### config.mk
export PLATFORM = sky130hd
export DESIGN_NAME = integ_threshold_monitor
export DESIGN_NICKNAME = d
export VERILOG_FILES = /design/src/rtl/integ_threshold_monitor.sv
export SDC_FILE = /design/constraint.sdc
export NUM_CORES = 2
export LEC_CHECK = 0
export ABC_AREA = 0
export ABC_CLOCK_PERIOD_IN_PS = 16350
export CAP_MARGIN = 20
export CORE_ASPECT_RATIO = 1.4
export CORE_UTILIZATION = 45
export DETAILED_ROUTE_END_ITERATION = 10
export PLACE_DENSITY_LB_ADDON = 0.08
export SLEW_MARGIN = 20
export SYNTH_ARGS = -nofsm -noshare
export SYNTH_HDL_FRONTEND = slang
export SYNTH_SLANG_ARGS = --single-unit
### constraint.sdc
create_clock -name spi_clk -period 16.35 [get_ports spi_clk]
set_input_delay 2.4525 -clock spi_clk [delete_from_list [all_inputs] [get_ports spi_clk]]
set_output_delay 2.4525 -clock spi_clk [all_outputs]
set_load 0.005 [all_outputs]
### src/rtl/integ_threshold_monitor.sv
// integ_threshold_monitor
// Integrates |sample| over a window of integ_window samples and latches a
// sticky fault when the window average would exceed integ_thresh_avg.
// The average test is done without a divider: the running sum is compared
// against thresh*window, computed once when the monitor arms.
module integ_threshold_monitor #(
    parameter int SAMPLE_WIDTH = 16,
    parameter int ACC_WIDTH    = 48
) (
    input  logic                           spi_clk,
    input  logic                           spi_rst,
    input  logic                           integ_en,
    input  logic [31:0]                    integ_window,
    input  logic [14:0]                    integ_thresh_avg,
    input  logic signed [SAMPLE_WIDTH-1:0] sample,
    input  logic                           sample_valid,
    output logic                           running,
    output logic                           window_done,
    output logic                           over_thresh,
    output logic                           cfg_err,
    output logic [ACC_WIDTH-1:0]           fault_sum,
    output logic [31:0]                    fault_count
);

    localparam int PROD_WIDTH = 47;

    localparam logic [1:0] ST_IDLE  = 2'd0;
    localparam logic [1:0] ST_ARM   = 2'd1;
    localparam logic [1:0] ST_RUN   = 2'd2;
    localparam logic [1:0] ST_FAULT = 2'd3;

    logic [1:0]              state;
    logic [31:0]             win;
    logic [31:0]             cnt;
    logic [ACC_WIDTH-1:0]    acc;
    logic [ACC_WIDTH-1:0]    limit;

    logic [SAMPLE_WIDTH-1:0] sample_u;
    logic [SAMPLE_WIDTH-1:0] abs_val;
    logic [ACC_WIDTH-1:0]    acc_n;
    logic [31:0]             cnt_n;
    logic [PROD_WIDTH-1:0]   limit_prod;

    // Magnitude of the current sample, next accumulator/count and the arm-time limit.
    // The most negative sample maps to 2^(SAMPLE_WIDTH-1), which fits unsigned.
    always_comb begin
        sample_u   = sample;
        abs_val    = sample_u[SAMPLE_WIDTH-1] ? (~sample_u + SAMPLE_WIDTH'(1)) : sample_u;
        acc_n      = acc + ACC_WIDTH'(abs_val);
        cnt_n      = cnt + 32'd1;
        limit_prod = PROD_WIDTH'(integ_thresh_avg) * PROD_WIDTH'(integ_window);
    end

    assign running = (state == ST_ARM) || (state == ST_RUN);

    // Control FSM, accumulator and sticky result registers.
    // The early trip (sum above limit) wins over window completion on the same sample.
    always_ff @(posedge spi_clk or posedge spi_rst) begin
        if (spi_rst) begin
            state       <= ST_IDLE;
            win         <= '0;
            cnt         <= '0;
            acc         <= '0;
            limit       <= '0;
            window_done <= 1'b0;
            over_thresh <= 1'b0;
            cfg_err     <= 1'b0;
            fault_sum   <= '0;
            fault_count <= '0;
        end else begin
            window_done <= 1'b0;
            case (state)
                ST_IDLE: begin
                    if (integ_en) begin
                        if (integ_window == 32'd0) begin
                            state   <= ST_FAULT;
                            cfg_err <= 1'b1;
                        end else begin
                            state <= ST_ARM;
                            win   <= integ_window;
                            limit <= ACC_WIDTH'(limit_prod);
                        end
                    end
                end
                ST_ARM: begin
                    acc   <= '0;
                    cnt   <= '0;
                    state <= integ_en ? ST_RUN : ST_IDLE;
                end
                ST_RUN: begin
                    if (!integ_en) begin
                        state <= ST_IDLE;
                        acc   <= '0;
                        cnt   <= '0;
                    end else if (sample_valid) begin
                        if (acc_n > limit) begin
                            state       <= ST_FAULT;
                            over_thresh <= 1'b1;
                            fault_sum   <= acc_n;
                            fault_count <= cnt_n;
                        end else if (cnt_n == win) begin
                            window_done <= 1'b1;
                            acc         <= '0;
                            cnt         <= '0;
                        end else begin
                            acc <= acc_n;
                            cnt <= cnt_n;
                        end
                    end
                end
                ST_FAULT: begin
                    state <= ST_FAULT;
                end
            endcase
        end
    end

endmodule

[Word-level counts from Yosys, hierarchy flattened]
Cells that the tools add are included.
Storage, ports and cells
  flip-flop bits (word level): 244
  word-level logic and storage cells: 57
  output and inout bits: 84
  input port bits: 67
Operators by class
  mux-type cells: 23
  equality and inequality tests: 8
  order comparisons: 1
  multipliers: 1
  reduce and logical (&&, ||, !) cells: 9
  bitwise logic cells: 2
  add/subtract/negate cells: 3
Operators with widths (number)
  two-way mux 48 bit: 4
  two-way mux 32 bit: 4
  one-hot mux 48 bit (2 select lines): 1
  one-hot mux 32 bit (2 select lines): 1
  adder 48 x 16 -> 48 bit: 1
  greater-than comparator 48 x 47 -> 1 bit: 1
  multiplier 15 x 32 -> 47 bit: 1
  adder 32 x 1 -> 32 bit, second input constant: 1
  equality test 32 bit: 1
  zero test 32 bit: 1
  adder 16 x 1 -> 16 bit, second input constant: 1
  two-way mux 16 bit: 1
  NOT 16 bit: 1
  two-way mux 2 bit: 6
  AND reduction 3 bit: 4
  one-hot mux 2 bit (4 select lines): 1
  inequality test 3 bit, second input constant: 2
  two-way mux 1 bit: 5
  equality test 2 bit, second input constant: 2
  AND reduction 4 bit: 1
  inequality test 3 x 2 -> 1 bit, second input constant: 1
  equality test 2 x 1 -> 1 bit, second input constant: 1
  zero test 2 bit: 1
  inequality test 2 bit, second input constant: 1
  other kinds (3): 3

[Logic depth before layout (Yosys ltp)]
  depth in word-level cells: 9
  mapped depth: 31
  depth with buffers taken out: 27

[Worst setup path after synthesis]
Ideal clock, no wire load.
  kind: input -> register
  start: in integ_window[6]
  end: reg limit[45]
  path slack: 7.647 ns
  path buffers: 2
  data arrival time: 8.569 ns
  stages: 22
  data required time: 16.215 ns
  setup time: 0.135 ns
  path through: clkbuf_1 clkbuf_1 nand2_1 fa_1 fa_1 fa_1 inv_1 fa_1 inv_1 fa_1 fa_1 inv_1 ha_1 and4_1 nand3_1 a211oi_1 o211ai_1 o31a_1 o41ai_1 a221o_1 o21a_1 o211ai_1
On the way
  cells in the longest elaborated chain, start to end: 3
  elaborated cells between the ends (all ways): 4
  classes of those cells: mul: 1; bitwise: 1; reduce/logical: 2
RTL lines
  from (decl): line 13  | input logic [31:0] integ_window,
  branches (longest 3 deep; another with multiplier 15 x 32 -> 47 bit)
  to (signal assigned): line 81  | limit <= ACC_WIDTH'(limit_prod);
  to (decl): line 36  | logic [ACC_WIDTH-1:0] limit;
Several ways; the timed one is not identified.
A chain may end at the register's enable or synchronous reset.

[Final worst setup path]
  start: in sample[3]
  end: reg fault_count[1]
On the way
  cells in the longest elaborated chain, start to end: 6
RTL lines
  from (decl): line 15  | input logic signed [SAMPLE_WIDTH-1:0] sample,
  NOT 16 bit: line 48  | abs_val = sample_u[SAMPLE_WIDTH-1] ? (~sample_u + SAMPLE_WIDTH'(1)) : sample_u;
  adder 16 x 1 -> 16 bit: line 48
  two-way mux 16 bit *: line 48
  adder 48 x 16 -> 48 bit *: line 49  | acc_n = acc + ACC_WIDTH'(abs_val);
  named net acc_n[40]: line 40  | logic [ACC_WIDTH-1:0] acc_n;
  greater-than comparator 48 x 47 -> 1 bit *: line 96  | if (acc_n > limit) begin
  AND reduction 4 bit (no line) *
  to (signal assigned): line 100  | fault_count <= cnt_n;
  to (decl): line 22  | output logic [31:0] fault_count
Mark *: on every way through the listed nets, which the timed path passes. The rest lies on a longest branch.

==> flow_metrics.env <==
export IMPL_outcome="complete, no violations"
export IMPL_max_vdd_ir_drop_mv=0.241
export IMPL_finalNonFillerCells=4109
export IMPL_n_antenna_cell=0
export IMPL_final_common_cell="nand2_1"
export IMPL_critPathArrivalTime_ns=10.61
export IMPL_finalSetupViolCount=0
export IMPL_post_route_period_util_pct=62.3
export IMPL_reg2reg_to="fault_count[1]"
export IMPL_dieWidth_um=216
export IMPL_stdcell_area_mm2=0.0319
export IMPL_path_max_fanout=93
export IMPL_root_buffer="clkbuf_16"
export IMPL_ant_nets=0
export IMPL_finalHoldViolCount=0
export IMPL_yosysUniqueCellTypes=81
export IMPL_first_pass_iters=5
export IMPL_fp_dieArea_mm2=0.0652
export IMPL_postCtsSetupRepairBufs=0
export IMPL_areaGrowthSynthToFinish_pct=10.4
export IMPL_clk_path_buf_depth=3
export IMPL_dp_cells=4069
export IMPL_drive_gt1_share_pct=4.46
export IMPL_maxSlewHeadroom_pct=20.5
export IMPL_hold_buffers=0
export IMPL_ys_ff_latch=244
export IMPL_dp_hpwl_um=64700
export IMPL_syn_instance_count=3217
export IMPL_hp_class="flop to flop"
export IMPL_wirelength_um=85400
export IMPL_r2r_worst_path_cells=21
export IMPL_rsz0062_at_grt="false"
export IMPL_holdPathStages=2
export IMPL_cp_startpoint="sample[3]"
export IMPL_maxSlewViolCount=0
export IMPL_vias_per_cell=5.60
export IMPL_drv_cap=0
export IMPL_clk_pin_slew_ns=0.07
export IMPL_startpoint_type="input port"
export IMPL_cts_tree="built"
export IMPL_wl_per_cell_um=20.8
export IMPL_antenna_found_initial=2
export IMPL_drcViolationCount=0
export IMPL_gp_congestion=0.918
export IMPL_grt_max_degree=126
export IMPL_grt_usage_pct=27.0
export IMPL_power_mw=6.34
export IMPL_end_kind="flop"
export IMPL_cts_sinks=244
export IMPL_vias=23000
export IMPL_r2r_start="acc[0]"
export IMPL_drt_iter0_markers=1431
export IMPL_min_period_ns=10.19
export IMPL_utilization_pct=50.4
export IMPL_regToRegSetupSlack_ns=9.57
export IMPL_syn_area_mm2=0.0289
export IMPL_core_area_mm2=0.0633
export IMPL_rows=109
export IMPL_fin_setup_tns_ns=0
export IMPL_yosysTopAreaCell="fa_1"
export IMPL_min_from="limit[42]"
export IMPL_synth_edff_count=0
export IMPL_synth_fp_nets=3854
export IMPL_p_per_area_mw_per_mm2=199
export IMPL_fin_ws_ns=6.16
export IMPL_initial_core_util_pct=45.7
export IMPL_dpl_instance_area_mm2=0.0310
export IMPL_yosysSeqAreaShare_pct=21.1
export IMPL_grt_pass1_wl_um=138000
export IMPL_async_reset_ff_share_pct=100
export IMPL_avgSynthCellArea_um2=8.98
export IMPL_min_to="limit[42]"
export IMPL_htreeDepth=1
export IMPL_die_y_um=302
export IMPL_synthTopCellsByArea="fa_1 27%, dfrtp_1 21%, ha_1 7.8%, nand2_1 6.4%, inv_1 6.1%"
export IMPL_grt_overflow=0
export IMPL_post_place_ws_ns=5.62
export IMPL_pin_count=151
export IMPL_worst_pin_slew_ns=1.19
export IMPL_synth_ff_type="dfrtp_1"
export IMPL_fmax_mhz=98.1
export IMPL_cts_resized=0
export IMPL_nNetsFinal=3898
export IMPL_grt_pass1_vias=24600
export IMPL_port_buffer_count=150
export IMPL_netlist_area_leader_share_pct=27.0
export IMPL_fin_worst_skew_ns=0.0159
export IMPL_ys_warnings_count=0
export IMPL_whs_ns=0.481
export IMPL_final_cell_mix="493 x nand2_1, 469 x inv_1, 389 x fa_1, 244 x dfrtp_1, 215 x and2_1"
export IMPL_clk_latency_ns=0.54
export IMPL_path_class="input port to flop"
export IMPL_p_leak_nw=15.3
export IMPL_numCtsBuffers=22
export IMPL_cp_required_ns=16.77
==> critical path: stages <==
cell and delay, ns:
clkdlybuf4s50_1 0.48, or4_1 0.64, nor4_1 0.28, nand2b_1 0.12
or2_2 0.30, o21ai_0 0.19, xnor2_1 0.15, ha_1 0.30
a21o_1 0.18, a21o_1 0.19, a2111oi_0 0.45, a211oi_1 0.15
buf_4 0.19, o211ai_1 0.57, nor2_1 0.12, xnor2_1 0.27
inv_1 0.10, ha_1 0.28, nand4_1 0.13, nor4_1 0.63
nor4bb_1 0.29, o31ai_1 0.16, a31oi_1 0.22, and2_4 0.43
buf_4 0.76, mux2_2 0.41
==> state kept, by name, summed over array words and instances, names as in the netlist <==
register     count
cnt             32
fault_count     32
cfg_err          1
window_done      1
fault_sum       48
acc             48
state            2
win             32
limit           47
over_thresh      1
==> final cells by class <==
class	count	area, µm²
Multi-Input combinational cell	2336	20400
Fill cell	6113	31400
Tap cell	832	1040
Clock buffer	25	593
Sequential cell	244	6110
Clock inverter	15	249
Timing Repair Buffer	187	1750
Inverter	470	1770
==> power by group <==
group          switching [mW]  internal [mW]  leakage, nW
clock network           0.254          0.360        0.407
registers                   0          0.603         3.33
logic                    3.18           1.94         11.6
total                    3.43           2.90         15.3
==> synth_stat cells (11+ instances only) <==
cell type	n
nand2_1	493
inv_1	470
fa_1	389
dfrtp_1	244
and2_1	216
ha_1	181
o21ai_0	132
clkbuf_1	124
nor2_1	117
a21oi_1	113
xnor2_1	102
a22o_1	53
nand3_1	46
xor2_1	37
nand4_1	36
nor3_1	35
a21o_1	34
mux2_2	34
nor4_1	31
buf_2	28
nand2b_1	18
and3_1	17
and4_1	16
nor2b_1	14
buf_1	13
o21ai_1	13
a31oi_1	12
or3_1	12
a211oi_1	11
o211ai_1	11
o31ai_1	11
==> per-layer routing <==
metal	GRT usage, %	up-vias	part of all wire (%)
met5	0	-	0
met4	8.95	0	3.4
met3	2.11	166	4.4
met2	47.7	645	50
met1	34.9	11700	43
li1	-	10500	-
==> logic make-up (layout without fill, tap and decap cells) <==
logic type,after synthesis,count (layout),share of synthesized area [%]
AOI/OAI and AO/OA,493,493,11.2
buffers and inverters,637,697,8.44
muxes,40,40,1.53
and+or+nand+nor,1092,1092,18.5
DFF,244,244,21.1
xor gates and xnor gates,141,141,4.37
adders and majority gates,570,570,34.8
==> how the worst max path moves through the flow <==
stage,endpoint,slack [ns],cells after the start
after floorplan,acc[0],7.20,1
after global placement,fault_count[1],5.79,26
after detailed placement,fault_count[1],5.62,26
after CTS,fault_count[1],6.18,26
after global routing,fault_sum[6],5.52,26
final,fault_count[1],6.16,26
No activity file was read; power rests on OpenSTA's default activity.
